`src/rtl/ic_service_ctrl.sv`:
```
// ic_service_ctrl: vectors the interrupt controller's winner to the CPU, acks on take, tracks service until EOI.
// Define IC_SVC_TIMEOUT_EN to add the request timeout and the sticky timeout_err output.
module ic_service_ctrl #(
  parameter int VEC_W = 16,
  parameter logic [VEC_W-1:0] VEC_BASE = 'h0100,
  parameter logic [VEC_W-1:0] VEC_STRIDE = 'h0004,
  parameter int CNT_W = 16,
  parameter int TIMEOUT_CYCLES = 64
) (
  input  logic             clk,
  input  logic             rstn,
  input  logic             irq_out,
  input  logic [2:0]       irq_id,
  output logic             ack,
  output logic             cpu_irq_req,
  output logic [VEC_W-1:0] cpu_vector,
  input  logic             cpu_irq_taken,
  input  logic             cpu_eoi,
  output logic             busy,
  output logic [2:0]       active_id,
  output logic [CNT_W-1:0] svc_count
`ifdef IC_SVC_TIMEOUT_EN
  ,
  output logic             timeout_err
`endif
);
  typedef enum logic [1:0] {IDLE, REQ, SERVICE} state_t;
  state_t state, next;
  logic tmo_fire;
  if (TIMEOUT_CYCLES < 1) begin : g_bad_timeout
    $error("TIMEOUT_CYCLES must be at least 1");
  end
  assign cpu_irq_req = (state == REQ) && irq_out && (irq_id == active_id);
  assign ack = cpu_irq_req && cpu_irq_taken;
  assign busy = (state == SERVICE);
  assign cpu_vector = VEC_BASE + VEC_W'(active_id) * VEC_STRIDE;
`ifdef IC_SVC_TIMEOUT_EN
  localparam int TW = TIMEOUT_CYCLES > 1 ? $clog2(TIMEOUT_CYCLES) : 1;
  logic [TW-1:0] tcnt;
  assign tmo_fire = cpu_irq_req && !cpu_irq_taken && (tcnt == TW'(TIMEOUT_CYCLES - 1));
  // tcnt is zero in the first REQ cycle, so the timeout fires on the TIMEOUT_CYCLES-th one
  always_ff @(posedge clk or negedge rstn)
    if (!rstn) begin
      tcnt <= '0;
      timeout_err <= 1'b0;
    end else begin
      tcnt <= (state == REQ) ? tcnt + 1'b1 : '0;
      if (tmo_fire) timeout_err <= 1'b1;
    end
`else
  assign tmo_fire = 1'b0;
`endif
  always_comb begin
    next = (state == IDLE)    ? (irq_out ? REQ : IDLE) :
           (state == REQ)     ? ((!cpu_irq_req || tmo_fire) ? IDLE : cpu_irq_taken ? SERVICE : REQ) :
           (state == SERVICE) ? (cpu_eoi ? IDLE : SERVICE) : IDLE;
  end
  always_ff @(posedge clk or negedge rstn)
    if (!rstn) begin
      state <= IDLE;
      active_id <= '0;
      svc_count <= '0;
    end else begin
      state <= next;
      if (state == IDLE && irq_out) active_id <= irq_id;
      if (state == SERVICE && cpu_eoi && !(&svc_count)) svc_count <= svc_count + 1'b1;
    end
endmodule

```
`config.mk`:
```
export PLATFORM = sky130hd
export DESIGN_NAME = ic_service_ctrl
export DESIGN_NICKNAME = d
export VERILOG_FILES = /design/src/rtl/ic_service_ctrl.sv
export SDC_FILE = /design/constraint.sdc
export NUM_CORES = 1
export LEC_CHECK = 0
export CAP_MARGIN = 20
export CORE_MARGIN = 2
export CORE_UTILIZATION = 49
export CTS_BUF_LIST = sky130_fd_sc_hd__clkbuf_4
export CTS_CLUSTER_DIAMETER = 200
export DETAILED_ROUTE_END_ITERATION = 12
export HOLD_SLACK_MARGIN = 0.05
export PLACE_DENSITY = 0.93
export SLEW_MARGIN = 0
export SYNTH_ARGS = -nofsm -noshare
export SYNTH_HDL_FRONTEND = slang
export SYNTH_SLANG_ARGS = --single-unit
```
`constraint.sdc`:
```
create_clock -name clk -period 4.64 [get_ports clk]
set_clock_uncertainty 0.1 [all_clocks]
set_input_delay 1.16 -clock clk [delete_from_list [all_inputs] [get_ports clk]]
set_output_delay 1.16 -clock clk [all_outputs]
set_load 0.01 [all_outputs]
```
[Yosys cells after proc, flatten, opt, wreduce, memory -nomap -nowiden]
Index checks and enable logic that the tools add are counted.
Operators by class
  add/subtract/negate cells: 2
  eq/ne operators: 3
  mux-type cells: 7
  reduce and logical (&&, ||, !) cells: 9
Operators by type and width (count)
  $add 16x1->16 const B: 1
  $reduce_and 16->1: 1
  $mux 2: 6
  $add 9x5->10 const A: 1
  $logic_and 1x1->1: 6
  $eq 3x3->1: 1
  $eq 2x1->1 const B: 1
  $eq 2x2->1 const B: 1
  $logic_not 2->1: 1
  $logic_not 1->1: 1
  $mux 1: 1
Storage, ports and cells
  register bits: 21
  input bits: 8

[Longest topological paths before layout]
Gate-level depths: netlist of the first run.
  depth in word-level cells: 6
  depth in mapped cells: 5
  depth with buffers taken out: 5

[Least setup slack after synthesis of the first run]
OpenSTA, ideal clock, no wires.
  kind: input port to output port
  from: input port irq_id[0]
  to: output port ack
  arrival time: 2189 ps
  data required time: 3380 ps
  slack: 1191 ps
  cell stages on the path: 3
  path buffers: 0
  cells stage by stage: xor2_1 -> nor4_1 -> and2_1
Between the ends
  cells in the longest elaborated chain, start to end: 3
Ends and longest elaborated chain
  start: declaration: line 13  | input logic [2:0] irq_id,
  $eq 3x3->1: line 33  | assign cpu_irq_req = (state == REQ) && irq_out && (irq_id == active_id);
  $logic_and 1x1->1: line 33
  net cpu_irq_req: line 15  | output logic cpu_irq_req,
  $logic_and 1x1->1: line 34  | assign ack = cpu_irq_req && cpu_irq_taken;
  end: declaration: line 14  | output logic ack,
The timed path passes the listed nets, and every way through them passes these cells.

[Worst setup path after layout of the first run]
  from: input port irq_id[0]
  to: output port ack
Between the ends
  cells in the longest elaborated chain, start to end: 3
Ends and longest elaborated chain (line)
  $eq 3x3->1: 33
  $logic_and 1x1->1: 33
  $logic_and 1x1->1: 34
Every way passes these cells.

==> flow_metrics.tcl, run 1 <==
set metrics [dict create \
    grt_pass1_vias 996 \
    path_class "in -> out" \
    ys.flop_type "dfrtp_1" \
    period_share 0.925 \
    netlist_area_sq_um 1260 \
    grt_max_degree 22 \
    drtPass1Iterations 4 \
    dpl.hpwl_um 2050 \
    post-route-min-period_ps 4290 \
    p_leak_uw 0.000709 \
    synthDistinctLibCells 37 \
    totalWireLength_um 2630 \
    postCtsHoldBufs 0 \
    cts_tree "built" \
    die_w_um 54.8 \
    min_path_cells 1 \
    ys_ff_latch 21 \
    crit_fanout 4 \
    dpl_cell_area_sq_um 1540 \
    cts_sinks 21 \
    timing.rr.start "svc_count[0]$_DFFE_PN0P_" \
    die_h_um 54.8 \
    num_rows 18 \
    hp-class "reg -> reg" \
    cts_buffers 3 \
    fin_nets 164 \
    required_ps 3380 \
    gpl.final_weighted_congestion 0.841 \
    ios 46 \
    cts_buffer_depth 2 \
    post-place-ws_ps 364 \
    whs_ps 456 \
    syn_avg_cell_area_sq_um 10.3 \
    ys_top_cells_by_count "dfrtp_1, buf_4, nand2_1, nor2_1, xor2_1" \
    final.setup.tns_ps 0 \
    drcViolationCount 0 \
    seq_area_frac_synth 0.416 \
    yosys_warnings 0 \
    rr_worst_depth 5 \
    yosysTopAreaCell "dfrtp_1" \
    setup_violations 0 \
    holdPathEnd "svc_count[0]$_DFFE_PN0P_" \
    worst_slack_ps 350 \
    hold_start "svc_count[0]$_DFFE_PN0P_" \
    gr-total-overflow 0 \
    synthArstFlopShare 1.00 \
    groute.usage.overall 0.202 \
    initialDrtViolationCount 9 \
    finalHoldViolCount 0 \
    ant_nets 0 \
    cp_data_arrival_time_ps 3030 \
    synth_edf_count 0 \
    wl_per_cell_um 14.3 \
    tightest_slew_ps 910 \
    via_per_inst 5.40 \
    clk_pin_slew_worst_paths_ps 110 \
    final_util 0.641 \
    cts_root_buf "clkbuf_4" \
    max_freq_mhz 233 \
    r2r_slack_ps 2740 \
    grt_pass1_wl_um 4350 \
    slew_headroom 0.391 \
    r2r_end "svc_count[1]$_DFFE_PN0P_" \
    die-area_sq_um 3000 \
    cap_violations 0 \
    cts_resized 0 \
    clk_latency_ps 300 \
    end_kind "output port" \
    yosysTopAreaCellShare 0.416 \
    htree_levels 1 \
    synth.most_common_cell "dfrtp_1" \
    post_cts_buffers 0 \
    dr_total_vias 994 \
    power.density_nw_per_um2 310 \
    coreArea_sq_um 2450 \
    antenna_found_initial 0 \
    syn_to_final_growth_pct 24.5 \
    diodes 0 \
    startpoint_type "primary input" \
    synthTopCellsByArea "dfrtp_1, buf_4, xor2_1" \
    layout-drive-gt1-share 0.110 \
    postLayoutCellArea_sq_um 1570 \
    drv_slew 0 \
    grt_setup_unrepaired "false" \
    status "completed" \
    floorplan.initialDensity 0.515 \
    syn_inst 123 \
    ir_drop_mv 0.269 \
    io_buffer_count 32 \
]
[registers in the layout, summed over array words and instances, names as in the netlist]
register	count
active_id	3
state	2
svc_count	16
[layout make-up]
class,instances,area [sq um]
inverters,1,3.75
multi-input cells,96,656
repair buffers,32,320
flip-flops and latches,21,526
well taps,30,37.5
clock buffers,4,30.0
fillers,203,882
[where the power goes]
part | internal [uW] | switching [uW] | total [uW]
registers | 206 | 36.8 | 243
logic | 85.0 | 65.7 | 151
clock network | 39.4 | 55.1 | 94.5
[cells by family (layout without fill, tap and decap cells)]
group           count (synthesis)  count (layout)  synth area share
flops                          21              21             0.416
simple gates                   54              54             0.276
xor+xnor                       11              11            0.0762
buf+inv                        17              37            0.0980
mux                             7               7            0.0653
other cells                     2              13           0.00594
compound gates                 10              10            0.0525
fa+ha+maj                       1               1           0.00990
[metrics by stage]
stage | total power (uW) | instances
after floorplan | 328 | 134
after global placement | 390 | 180
after detailed placement | 397 | 180
after CTS | 492 | 184
after global routing | 514 | 184
final | 488 | 184
[worst max-delay path, stage by stage]
cell and delay (ps):
clkdlybuf4s50_1 440, xor2_1 150, nor4_1 530, and2_1 210, clkdlybuf4s50_1 530
[layout by cell type (no fill, tap or decap), types with 4 or more instances in the layout]
master	synthesis	layout
conb_1	2	13
dfrtp_1	21	21
nor2_1	11	11
a21oi_1	4	4
nand2_1	13	13
nand4_1	5	5
xor2_1	8	8
clkbuf_4	0	4
nand3_1	4	4
clkdlybuf4s50_1	0	32
[metal layers]
layer,global-route usage,share of wire,vias up,wire [um]
li1,-,-,465,-
met1,0.230,0.38,489,1000
met2,0.371,0.55,34,1440
met3,0.0273,0.049,6,130
met4,0.0833,0.022,0,59
met5,0,0,-,0
[worst max path at each step]
stage | cells past startpoint | end | slack [ps] | startpoint
after floorplan | 3 | ack | 1190 | irq_id[0]
after global placement | 5 | ack | 450 | irq_id[0]
after detailed placement | 5 | ack | 360 | irq_id[0]
after CTS | 5 | ack | 340 | irq_id[0]
after global routing | 5 | ack | 190 | irq_id[0]
final | 5 | ack | 350 | irq_id[0]
Power figures use the tool's default switching activity.
==> run 2: changes to the inputs <==
- CTS_CLUSTER_DIAMETER: 200 -> not set
==> results of run 2 <==
Final layout, timing and power as in run 1 (identical DEF).
